--- src/rtl/load_unit_pkg.sv ---
// Shared definitions for the load/store datapath: opcodes, instruction field
// positions, FSM state encoding and alignment helpers.
package load_unit_pkg;

    localparam logic [5:0] OP_LB  = 6'b100000;
    localparam logic [5:0] OP_LH  = 6'b100001;
    localparam logic [5:0] OP_LW  = 6'b100011;
    localparam logic [5:0] OP_LBU = 6'b100100;
    localparam logic [5:0] OP_LHU = 6'b100101;
    localparam logic [5:0] OP_SW  = 6'b101011;

    localparam int OP_MSB  = 31;
    localparam int OP_LSB  = 26;
    localparam int RS_MSB  = 25;
    localparam int RS_LSB  = 21;
    localparam int RT_MSB  = 20;
    localparam int RT_LSB  = 16;
    localparam int IMM_MSB = 15;
    localparam int IMM_LSB = 0;

    typedef enum logic [2:0] {
        IDLE,
        REQ,
        WAIT,
        WB,
        ERR
    } state_t;

    function automatic logic is_load(input logic [5:0] op);
        return (op == OP_LB) || (op == OP_LH) || (op == OP_LW) ||
               (op == OP_LBU) || (op == OP_LHU);
    endfunction

    // Bytes are always aligned; halfwords need addr[0]==0, words addr[1:0]==0.
    function automatic logic is_misaligned(input logic [5:0] op, input logic [1:0] off);
        case (op)
            OP_LW:         return off != 2'b00;
            OP_LH, OP_LHU: return off[0];
            default:       return 1'b0;
        endcase
    endfunction

endpackage

--- src/rtl/load_unit_extend.sv ---
// Combinational lane select and sign/zero extension of a little-endian memory
// word; shared with any future cache read path.
module load_extend
    import load_unit_pkg::*;
(
    input  logic [31:0] word,
    input  logic [1:0]  byte_off,
    input  logic [5:0]  opcode,
    output logic [31:0] result
);

    logic [7:0]  byte_sel;
    logic [15:0] half_sel;

    always_comb begin
        byte_sel = word[7:0];
        case (byte_off)
            2'd1:    byte_sel = word[15:8];
            2'd2:    byte_sel = word[23:16];
            2'd3:    byte_sel = word[31:24];
            default: byte_sel = word[7:0];
        endcase
        half_sel = byte_off[1] ? word[31:16] : word[15:0];

        case (opcode)
            OP_LB:   result = {{24{byte_sel[7]}}, byte_sel};
            OP_LBU:  result = {24'd0, byte_sel};
            OP_LH:   result = {{16{half_sel[15]}}, half_sel};
            OP_LHU:  result = {16'd0, half_sel};
            default: result = word;
        endcase
    end

endmodule

--- src/rtl/load_unit.sv ---
// I-type load unit: address generation, memory read handshake, extension and
// register writeback. Optional WAIT watchdog enabled by LOAD_TIMEOUT_EN.
module load_unit
    import load_unit_pkg::*;
#(
    parameter int ADDR_W         = 32,
    parameter int DATA_W         = 32,
    parameter int TIMEOUT_CYCLES = 16
) (
    input  logic              clk,
    input  logic              reset,
    input  logic              instr_valid,
    input  logic [31:0]       instruction,
    input  logic [31:0]       Read_data1,
    input  logic [DATA_W-1:0] mem_read_data,
    input  logic              mem_ready,
    output logic [ADDR_W-1:0] address,
    output logic              read_enable,
    output logic              reg_write,
    output logic [4:0]        write_reg,
    output logic [DATA_W-1:0] reg_write_data,
    output logic              busy,
    output logic              align_fault,
    output logic              timeout_fault
);

    state_t      state;
    logic [5:0]  op_q;
    logic [5:0]  op_in;
    logic [15:0] imm_in;
    logic [31:0] eff_addr;
    logic [31:0] ext_data;
    logic        unused_bits;

    assign op_in    = instruction[OP_MSB:OP_LSB];
    assign imm_in   = instruction[IMM_MSB:IMM_LSB];
    assign eff_addr = Read_data1 + {{16{imm_in[15]}}, imm_in};
    assign busy     = (state != IDLE);

    load_extend u_extend (
        .word     (mem_read_data),
        .byte_off (address[1:0]),
        .opcode   (op_q),
        .result   (ext_data)
    );

`ifdef LOAD_TIMEOUT_EN
    localparam int CNT_W = $clog2(TIMEOUT_CYCLES + 1);
    logic [CNT_W-1:0] wait_cnt;

    assign unused_bits = ^instruction[RS_MSB:RS_LSB];
`else
    assign unused_bits   = ^{instruction[RS_MSB:RS_LSB], TIMEOUT_CYCLES};
    assign timeout_fault = 1'b0;
`endif

    // Fault strobes and reg_write default low so each is a single-cycle pulse.
    always_ff @(posedge clk) begin
        if (reset) begin
            state          <= IDLE;
            op_q           <= '0;
            address        <= '0;
            write_reg      <= '0;
            read_enable    <= 1'b0;
            reg_write      <= 1'b0;
            reg_write_data <= '0;
            align_fault    <= 1'b0;
`ifdef LOAD_TIMEOUT_EN
            timeout_fault  <= 1'b0;
            wait_cnt       <= '0;
`endif
        end else begin
            reg_write   <= 1'b0;
            align_fault <= 1'b0;
`ifdef LOAD_TIMEOUT_EN
            timeout_fault <= 1'b0;
`endif
            case (state)
                IDLE: begin
                    if (instr_valid && is_load(op_in)) begin
                        address   <= eff_addr[ADDR_W-1:0];
                        write_reg <= instruction[RT_MSB:RT_LSB];
                        op_q      <= op_in;
                        if (is_misaligned(op_in, eff_addr[1:0])) begin
                            state       <= ERR;
                            align_fault <= 1'b1;
                        end else begin
                            state       <= REQ;
                            read_enable <= 1'b1;
`ifdef LOAD_TIMEOUT_EN
                            wait_cnt    <= '0;
`endif
                        end
                    end
                end
                REQ, WAIT: begin
                    if (mem_ready) begin
                        state          <= WB;
                        read_enable    <= 1'b0;
                        reg_write_data <= ext_data;
                        reg_write      <= (write_reg != 5'd0);
`ifdef LOAD_TIMEOUT_EN
                    end else if (int'(wait_cnt) == TIMEOUT_CYCLES - 1) begin
                        state         <= IDLE;
                        read_enable   <= 1'b0;
                        timeout_fault <= 1'b1;
                    end else begin
                        state    <= WAIT;
                        wait_cnt <= wait_cnt + 1'b1;
                    end
`else
                    end else begin
                        state <= WAIT;
                    end
`endif
                end
                WB:      state <= IDLE;
                ERR:     state <= IDLE;
                default: state <= IDLE;
            endcase
        end
    end

endmodule

--- config.mk ---
export PLATFORM = sky130hd
export DESIGN_NAME = load_unit
export DESIGN_NICKNAME = d
export VERILOG_FILES = /design/src/rtl/load_unit_pkg.sv /design/src/rtl/load_unit_extend.sv /design/src/rtl/load_unit.sv
export SDC_FILE = /design/constraint.sdc
export NUM_CORES = 1
export LEC_CHECK = 0
export ABC_AREA = 1
export CAP_MARGIN = 10
export CORE_ASPECT_RATIO = 0.5
export CORE_UTILIZATION = 40
export CTS_CLUSTER_DIAMETER = 200
export DETAILED_ROUTE_END_ITERATION = 10
export DONT_BUFFER_PORTS = 1
export SLEW_MARGIN = 25
export SYNTH_ARGS = -nofsm -noshare
export SYNTH_HDL_FRONTEND = slang
export SYNTH_SLANG_ARGS = --single-unit
--- constraint.sdc ---
create_clock -name clk -period 2.7 [get_ports clk]
set_clock_uncertainty 0.05 [all_clocks]
set_input_delay 0.54 -clock clk [delete_from_list [all_inputs] [get_ports clk]]
set_output_delay 0.54 -clock clk [all_outputs]
set_load 0.02 [all_outputs]
==> impl_metrics.ini <==
[logic_synthesis]
synth_area_leaders = dfxtp_1, nand2_1, inv_1
synthArstFlopShare = 0
synth_common_cells = nand2_1, inv_1, dfxtp_1
synth_edf_count = 0
synth_cell_types = 35
netlist.area_leader.share = 0.273
ys_seq_area_frac = 0.273
yosysWarnings = 0
synthFlopType = dfxtp_1
synth.avg_cell_area_sq_um = 6.09
postSynthNetCount = 1109
yosys.area.top_type = dfxtp_1
synth_seq_cells = 81
synthCells = 977
yosysMostFrequentCell = nand2_1
syn_area_sq_um = 5950

[floorplan]
die_w_microns = 174
die_area_sq_um = 15400
core_sq_um = 14500
initial_utilization = 0.410
die_y_microns = 88.2
num_rows = 31
io_pins = 174

[setup_path]
startpoint_type = input port
reg2reg_slack_ns = 0.78
reg2reg_to = reg_write_data[16]$_SDFFE_PP0P_
reg2reg_depth = 11
critPathSlowestCell = fa_1
cp_data_required_time_ns = 2.88
worstPathMaxFanout = 4
crit_end = address[20]$_SDFFE_PP0P_
critPathMaxStageDelay_ns = 0.48
cp_data_arrival_time_ns = 2.18
crit_path_cell_trace = ha_1 > fa_1 > nand3_1 > nand3_1 > nand3_1 > nand3_1 > nand3_1 > nand2_1 > nand2_1 > nand3_1 > nand2_1 > inv_1
crit_path_start = instruction[0]
rr_startpoint = op_q[4]$_SDFFE_PP0P_
critPathMostFrequentCell = nand3_1
endpoint_kind = flip-flop
crit_type = input port to flip-flop

[global_route]
gr-total-overflow = 0
grt_antenna_before_repair = 0
grt_max_degree = 43
grt_pass1_wl_microns = 26500
grt_usage = 0.216
grt_pass1_vias = 5140

[routing]
wl_per_cell_microns = 14.3
firstDrtPassIters = 9
routed-via-count = 5825
initialDrtViolationCount = 473
wirelength_microns = 16700
viasPerCell = 4.99
antenna_left = 0
post-route-drc-count = 2

[placed_design]
placed_cell_area_sq_um = 6120
port_buffers = 0
dp_hpwl_microns = 13400
gp_congestion = 0.863

[finish]
antenna_cells = 0
reg.largest.list = address x32, reg_write_data x32, op_q x6
nets = 1096
final_cell_area_sq_um = 6410
area_growth_pct = 7.77
seq_area_sq_um = 1620
n_fill_cell = 1602
multi_input_area_sq_um = 3540
drive_gt1_frac = 0.0650

[sta]
fin_crit_ns = 2.00
tightest_slew_ns = 0.649
maxSlewViolCount = 0
max_freq_mhz = 501
setup-violations-final = 0
setup-tns-final_ns = 0
hold_viol_final = 0
fin_crit_sh = 0.740
slew_headroom = 0.567
rsz0062_at_grt = false

[clock_tree]
htree_levels = 3
insertion_delay_ns = 0.33
cts_setup_buffers = 0
cts_hold_buf = 0
cts_root_buffer = clkbuf_16
post_cts_resized = 0
clockBufferDepth = 2
numCtsBuffers = 9
cts_tree = yes
cts.sinks = 81
clkTransAtPathRegs_ns = 0.07

[hold_path]
whs_path_depth = 1
worstHoldPathType = input port to flip-flop
min-delay-start = reset

[power_and_ir_drop]
power_density_nw_per_um2 = 536
vdd_drop_max_mv = 0.334
cellLeakagePower_nw = 3.47

[status]
status = finished with violations
violations = design-rule violations

[flow_run]
maxCapViolCount = 0
critical path, delay by kind of cell:
family	cells	cell delay, ns
simple gates	9	0.87
fa+ha+maj	2	0.74
buf+inv	1	0.03
how the worst min path moves through the flow:
stage / endpoint
global route: address[2]$_SDFFE_PP0P_
detailed placement: op_q[4]$_SDFFE_PP0P_
CTS: address[2]$_SDFFE_PP0P_
global placement: op_q[4]$_SDFFE_PP0P_
floorplan: op_q[4]$_SDFFE_PP0P_
finish: address[2]$_SDFFE_PP0P_
layout by cell type (no fill, tap or decap):
| master | Yosys | layout |
|---|---|---|
| a21o_1 | 2 | 2 |
| a21oi_1 | 65 | 65 |
| a311oi_1 | 1 | 1 |
| a31oi_1 | 2 | 2 |
| buf_12 | 0 | 2 |
| buf_4 | 2 | 4 |
| clkbuf_16 | 0 | 9 |
| clkinv_2 | 0 | 1 |
| clkinv_4 | 0 | 2 |
| conb_1 | 1 | 1 |
| dfxtp_1 | 81 | 81 |
| fa_1 | 1 | 1 |
| ha_1 | 31 | 31 |
| inv_1 | 164 | 163 |
| inv_2 | 7 | 8 |
| inv_6 | 0 | 2 |
| inv_8 | 0 | 2 |
| nand2_1 | 299 | 299 |
| nand2_2 | 12 | 12 |
| nand2_4 | 1 | 1 |
| nand3_1 | 65 | 65 |
| nand3b_1 | 1 | 1 |
| nand4_1 | 12 | 12 |
| nand4_2 | 1 | 1 |
| nor2_1 | 63 | 63 |
| nor2_2 | 3 | 3 |
| nor2_4 | 2 | 2 |
| nor3_1 | 7 | 7 |
| o2111ai_4 | 1 | 1 |
| o211ai_1 | 4 | 4 |
| o21a_1 | 23 | 23 |
| o21ai_0 | 51 | 51 |
| o21ai_1 | 6 | 6 |
| o21bai_1 | 12 | 12 |
| or2_1 | 1 | 1 |
| or2_2 | 13 | 13 |
| xnor2_1 | 8 | 8 |
| xor2_1 | 7 | 7 |
logic make-up (layout without fill, tap and decap cells):
kind of cell / count (synthesis) / in the layout / share of synthesized area
simple gates: 480 / 480 / 0.341
buf+inv: 201 / 193 / 0.132
fa+ha+maj: 32 / 32 / 0.0686
compound gates: 167 / 167 / 0.162
xor+xnor: 15 / 15 / 0.0221
flops: 81 / 81 / 0.273
other cells: 1 / 1 / 0.000631
stage by stage:
stage                     utilization  power [mW]  std cells  worst slack [ns]  hold slack (ns)
final                           0.442        3.44       1167             0.702            0.218
after global routing            0.442        3.65       1167             0.551            0.207
after CTS                       0.442        3.47       1167             0.719            0.206
after detailed placement        0.422        2.29       1151             0.378            0.374
after global placement          0.422        2.28       1151             0.385            0.370
after floorplan                     -        2.10        977             0.622            0.363
area by class of cell:
type                            count  area share
Clock inverter                      7     0.00976
Multi-Input combinational cell    695       0.552
Clock buffer                        9      0.0351
Sequential cell                    81       0.253
Tap cell                          198      0.0387
Timing Repair Buffer                6      0.0109
Inverter                          171       0.100
power by group:
part           internal, mW  leakage [nW]  switching (mW)
logic                 0.287          2.67           0.525
registers              1.29         0.657           0.167
clock network         0.644         0.144           0.524
total                  2.22          3.47            1.22
layer usage:
metal	routed length, microns	GRT usage	share of wire
met1	8130	0.297	0.49
met2	7350	0.360	0.44
met3	1170	0.0412	0.070
met4	84	0.0319	0.0050
met5	0	0	0
(Power assumes the default switching activity.)
